$ cat src/rtl/nn_seq_ctrl.sv
// nn_seq_ctrl: sequencing controller for a small neural-network datapath.
//
// It streams a weight memory into the network shift chain, then runs
// inferences. Each inference has two phases. First it asks every input
// lane for data and waits for each lane to acknowledge. Then it collects
// every output lane once. A watchdog aborts an inference that takes too
// long.
//
// Ports:
//   clk_i, reset_i    clock, synchronous active-high reset
//   load_start_i      request a weight load (accepted in IDLE only)
//   infer_start_i     request one inference (accepted in IDLE only)
//   wmem_rd_o         weight memory read strobe
//   wmem_addr_o       weight memory address
//   wmem_data_i       weight memory read data, one cycle after the strobe
//   shift_o           network shift enable
//   weights_o         word shifted into the network
//   req_o / ack_i     input-lane request/acknowledge
//   nn_req_i          output-lane request from the network
//   nn_ack_o          output-lane acknowledge to the network
//   busy_o            controller not idle
//   loaded_o          weights loaded (sticky)
//   done_o            inference-complete pulse
//   error_o           sticky error: infer before load, or watchdog expiry
module nn_seq_ctrl #(
  parameter int unsigned NumWeights     = 24,
  parameter int unsigned NumInputLayer  = 2,
  parameter int unsigned NumOutputLayer = 2,
  parameter int unsigned TimeoutCycles  = 1024
) (
  input  logic                          clk_i,
  input  logic                          reset_i,
  input  logic                          load_start_i,
  input  logic                          infer_start_i,
  output logic                          wmem_rd_o,
  output logic [$clog2(NumWeights)-1:0] wmem_addr_o,
  input  logic [31:0]                   wmem_data_i,
  output logic                          shift_o,
  output logic [31:0]                   weights_o,
  output logic [NumInputLayer-1:0]      req_o,
  input  logic [NumInputLayer-1:0]      ack_i,
  input  logic [NumOutputLayer-1:0]     nn_req_i,
  output logic [NumOutputLayer-1:0]     nn_ack_o,
  output logic                          busy_o,
  output logic                          loaded_o,
  output logic                          done_o,
  output logic                          error_o
);

  localparam int unsigned AW  = $clog2(NumWeights);
  localparam int unsigned WDW = $clog2(TimeoutCycles + 1);

  typedef enum logic [2:0] {
    IDLE,
    LOAD,
    LOAD_FLUSH,
    ISSUE,
    COLLECT,
    DONE
  } state_e;

  state_e                    state_q, state_d;
  logic [AW-1:0]             addr_q, addr_d;
  logic                      shift_q;
  logic [31:0]               weights_q;
  logic [NumInputLayer-1:0]  req_q, req_d;
  logic [NumOutputLayer-1:0] coll_q, coll_d;
  logic [WDW-1:0]            wd_q, wd_d;
  logic                      loaded_q, loaded_d;
  logic                      error_q, error_d;
  logic [NumOutputLayer-1:0] nn_ack;
  logic                      timeout;

  always_comb begin
    state_d  = state_q;
    addr_d   = addr_q;
    req_d    = req_q;
    coll_d   = coll_q;
    wd_d     = wd_q;
    loaded_d = loaded_q;
    error_d  = error_q;
    nn_ack   = '0;
    // The watchdog fires on the TimeoutCycles-th cycle spent in ISSUE/COLLECT.
    timeout  = ((state_q == ISSUE) || (state_q == COLLECT)) &&
               (wd_q == WDW'(TimeoutCycles - 1));

    unique case (state_q)
      IDLE: begin
        addr_d = '0;
        if (load_start_i) begin
          state_d = LOAD;
          error_d = 1'b0;
        end else if (infer_start_i) begin
          if (loaded_q) begin
            state_d = ISSUE;
            req_d   = '1;
            coll_d  = '0;
            wd_d    = '0;
          end else begin
            error_d = 1'b1;
          end
        end
      end

      LOAD: begin
        if (addr_q == AW'(NumWeights - 1)) begin
          state_d = LOAD_FLUSH;
          addr_d  = '0;
        end else begin
          addr_d = addr_q + 1'b1;
        end
      end

      LOAD_FLUSH: begin
        loaded_d = 1'b1;
        state_d  = IDLE;
      end

      ISSUE: begin
        if (timeout) begin
          error_d = 1'b1;
          req_d   = '0;
          state_d = IDLE;
        end else begin
          wd_d  = wd_q + 1'b1;
          // Acks on lanes that are no longer requesting fall out of the mask.
          req_d = req_q & ~ack_i;
          if (req_d == '0) begin
            state_d = COLLECT;
          end
        end
      end

      COLLECT: begin
        if (timeout) begin
          error_d = 1'b1;
          state_d = IDLE;
        end else begin
          wd_d   = wd_q + 1'b1;
          nn_ack = nn_req_i & ~coll_q;
          coll_d = coll_q | nn_ack;
          if (&coll_d) begin
            state_d = DONE;
          end
        end
      end

      DONE: begin
        state_d = IDLE;
      end

      default: begin
        state_d = IDLE;
      end
    endcase
  end

  always_ff @(posedge clk_i) begin
    if (reset_i) begin
      state_q   <= IDLE;
      addr_q    <= '0;
      shift_q   <= 1'b0;
      weights_q <= '0;
      req_q     <= '0;
      coll_q    <= '0;
      wd_q      <= '0;
      loaded_q  <= 1'b0;
      error_q   <= 1'b0;
    end else begin
      state_q  <= state_d;
      addr_q   <= addr_d;
      shift_q  <= (state_q == LOAD);
      req_q    <= req_d;
      coll_q   <= coll_d;
      wd_q     <= wd_d;
      loaded_q <= loaded_d;
      error_q  <= error_d;
      if (shift_q) begin
        weights_q <= wmem_data_i;
      end
    end
  end

  assign wmem_rd_o   = (state_q == LOAD);
  assign wmem_addr_o = addr_q;
  assign shift_o     = shift_q;
  // Read data arrives in the shift cycle itself; the register only holds
  // the last shifted word between shifts.
  assign weights_o   = shift_q ? wmem_data_i : weights_q;
  assign req_o       = req_q;
  assign nn_ack_o    = nn_ack;
  assign busy_o      = (state_q != IDLE);
  assign loaded_o    = loaded_q;
  assign done_o      = (state_q == DONE);
  assign error_o     = error_q;

endmodule

$ cat config.mk
export PLATFORM = sky130hd
export DESIGN_NAME = nn_seq_ctrl
export DESIGN_NICKNAME = d
export VERILOG_FILES = /design/src/rtl/nn_seq_ctrl.sv
export SDC_FILE = /design/constraint.sdc
export NUM_CORES = 1
export LEC_CHECK = 0
export ABC_AREA = 1
export BUFFER_PORTS_ARGS = -buffer_cell sky130_fd_sc_hd__buf_4
export CAP_MARGIN = 20
export CORE_MARGIN = 5
export CORE_UTILIZATION = 46
export CTS_BUF_LIST = sky130_fd_sc_hd__clkbuf_16
export DETAILED_ROUTE_END_ITERATION = 10
export PLACE_DENSITY_LB_ADDON = 0.3
export SYNTH_ARGS = -nofsm -noshare
export SYNTH_HDL_FRONTEND = slang
export SYNTH_SLANG_ARGS = --single-unit
$ cat constraint.sdc
create_clock -name clk_i -period 3.2 [get_ports clk_i]
set_clock_uncertainty 0.15 [all_clocks]
set_input_delay 0.64 -clock clk_i [delete_from_list [all_inputs] [get_ports clk_i]]
set_output_delay 0.64 -clock clk_i [all_outputs]
set_load 0.01 [all_outputs]
==> impl_metrics.json <==
{
  "peakVddDrop_uv": 523,
  "max_cap_viol_count": 0,
  "clk_pin_slew_ps": 50,
  "synthCells": 407,
  "worstHoldStart": "error_o",
  "core_area_sq_um": 5820,
  "vias": 2794,
  "num_antenna_cells": 0,
  "dieArea_sq_um": 7540,
  "ys_types": 27,
  "syn_to_final_growth_pct": 37.3,
  "hold_viol": 0,
  "timing.hold.ws_ps": 303,
  "start_util_pct": 46.7,
  "rsz0062_at_grt": "false",
  "antenna_found_initial": 0,
  "cts_made_buffers": 9,
  "grt_pass1_wl_microns": 11400,
  "setup_slack_ps": 552,
  "grt_pass1_vias": 2648,
  "drtIter0Drc": 120,
  "clkLatencyLatePin_ps": 320,
  "drtAntennaViolNets": 0,
  "reg2regPathDepth": 8,
  "final_common_cell": "nand2_1",
  "final-instance-count-excl-fill": 573,
  "holdPathStages": 2,
  "hold_path.class": "register to register",
  "yosysWarnings": 0,
  "setup-violations-final": 0,
  "dp_hpwl_microns": 4810,
  "grt_max_degree": 51,
  "dp.cells": 557,
  "post-route-period-util_pct": 82.7,
  "ff2ff_setup_slack_ps": 1190,
  "clock_sinks": 58,
  "root_buffer": "clkbuf_16",
  "stdcell_area_sq_um": 3730,
  "cts_max_path_buffers": 2,
  "reg2reg_to": "wd_q[10]",
  "slew-limit-headroom_pct": 37.6,
  "drcViolationCount": 0,
  "portBuffers": 86,
  "hold_end": "error_o",
  "wl_microns": 6860,
  "status": "complete, no violations",
  "leakagePower_nw": 1.83,
  "h-tree-depth": 3,
  "drive_gt1_share_pct": 24.5,
  "synthArstFlopShare_pct": 0,
  "dpl_worst_slack_ps": 909,
  "place.gp.congestion": 0.892,
  "syn_nets": 449,
  "grt-ovfl-total": 0,
  "fin_crit_ps": 2650,
  "final_cell_mix": "nand2_1, buf_4, dfxtp_1",
  "dpl_cell_area_sq_um": 3420,
  "vias_per_cell": 4.88,
  "post_cts_resize_count": 0,
  "reg2reg_from": "wd_q[0]",
  "setup_tns_ps": 0,
  "nNetsFinal": 535,
  "endpoint_kind": "output port",
  "report.final.slew_viol_count": 0,
  "critPathKind": "register to output port",
  "synth-seq-cells": 58,
  "die_h_microns": 86.8,
  "cts_tree": "done",
  "io_pins": 87,
  "grt.total_usage_pct": 18.9,
  "power_mw": 2.87,
  "avgSynthCellArea_sq_um": 6.67,
  "critPathArrivalTime_ps": 1860,
  "cp.required_ps": 2410,
  "die_w_microns": 86.8,
  "yosysSeqAreaShare_pct": 42.8,
  "hold_buffers": 0,
  "utilization_pct": 64.1,
  "wl_per_cell_microns": 12.0,
  "drt_first_pass_iters": 4,
  "max_freq_mhz": 378,
  "tightest_slew_ps": 934,
  "post_cts_buffers": 0,
  "powerDensity_nw_per_um2": 769,
  "synth_ff_type": "dfxtp_1",
  "synth_area_sq_um": 2710,
  "path_max_fanout": 9,
  "crit_path_start_kind": "register",
  "rows": 28,
  "synth-edff-count": 0
}
==> synth_stat cells (2+ instances only) <==
cell type	count	area (sq um)
nand4_1	2	12.5
or2_2	2	12.5
clkbuf_1	12	45.0
o21ai_0	6	30.0
nand2_2	4	25.0
nor2_1	31	116
nor2_2	5	31.3
nand3_1	20	100
nor2_4	2	22.5
nand2_1	163	612
dfxtp_1	58	1160
nand3_2	2	20.0
ha_1	2	25.0
inv_1	33	124
a21oi_1	53	265
==> sequential cells by signal, summed over array words and instances (netlist names) <==
register     cells
req_o            2
shift_o          1
loaded_o         1
state_q          3
error_o          1
coll_q           2
weights_q       32
wmem_addr_o      5
wd_q            11
==> worst max-delay path by stage <==
stage	start	to	cells past startpoint
finish	wd_q[0]	nn_ack_o[1]	7
CTS	wd_q[0]	nn_ack_o[1]	7
detailed placement	wd_q[0]	nn_ack_o[1]	7
global route	wd_q[0]	nn_ack_o[0]	7
floorplan	wd_q[0]	nn_ack_o[0]	6
global placement	wd_q[0]	nn_ack_o[0]	7
==> logic make-up after synthesis <==
kind of cell	count (synthesis)	share of synthesized area, %
xor+xnor	1	0.323
fa+ha+maj	2	0.922
buf+inv	46	6.55
compound gates	65	12.8
simple gates	235	36.6
flops	58	42.8
==> worst max-delay path: stages (launching register included) <==
cell and delay, ps:
dfxtp_1 440, ha_1 310, nand2_2 110, nor2_4 160
nand3_4 150, nand2_1 170, nor2_1 60, buf_4 140
==> final cells by class <==
cell class                 instances  area (sq um)
clock inverter                     7          85.1
timing repair buffer              87           653
clock buffer                       9           225
inverter                          34           133
tap                               75          93.8
sequential                        58          1160
multi-input combinational        303          1380
fill                             531          2090
==> layer usage <==
metal  track usage (%)  vias to the layer above  part of all wire, %
li1                  -                     1462                    -
met1              22.7                     1248                   43
met2              31.8                       73                   49
met3              5.80                       11                  6.5
met4              6.94                        0                  1.6
met5                 0                        -                    0
==> power breakdown <==
group	switching, mW	internal (mW)
Combinational	0.602	0.384
Clock	0.319	0.671
Sequential	0.0651	0.823
Total	0.986	1.88
No activity file was read; power rests on OpenSTA's default activity.
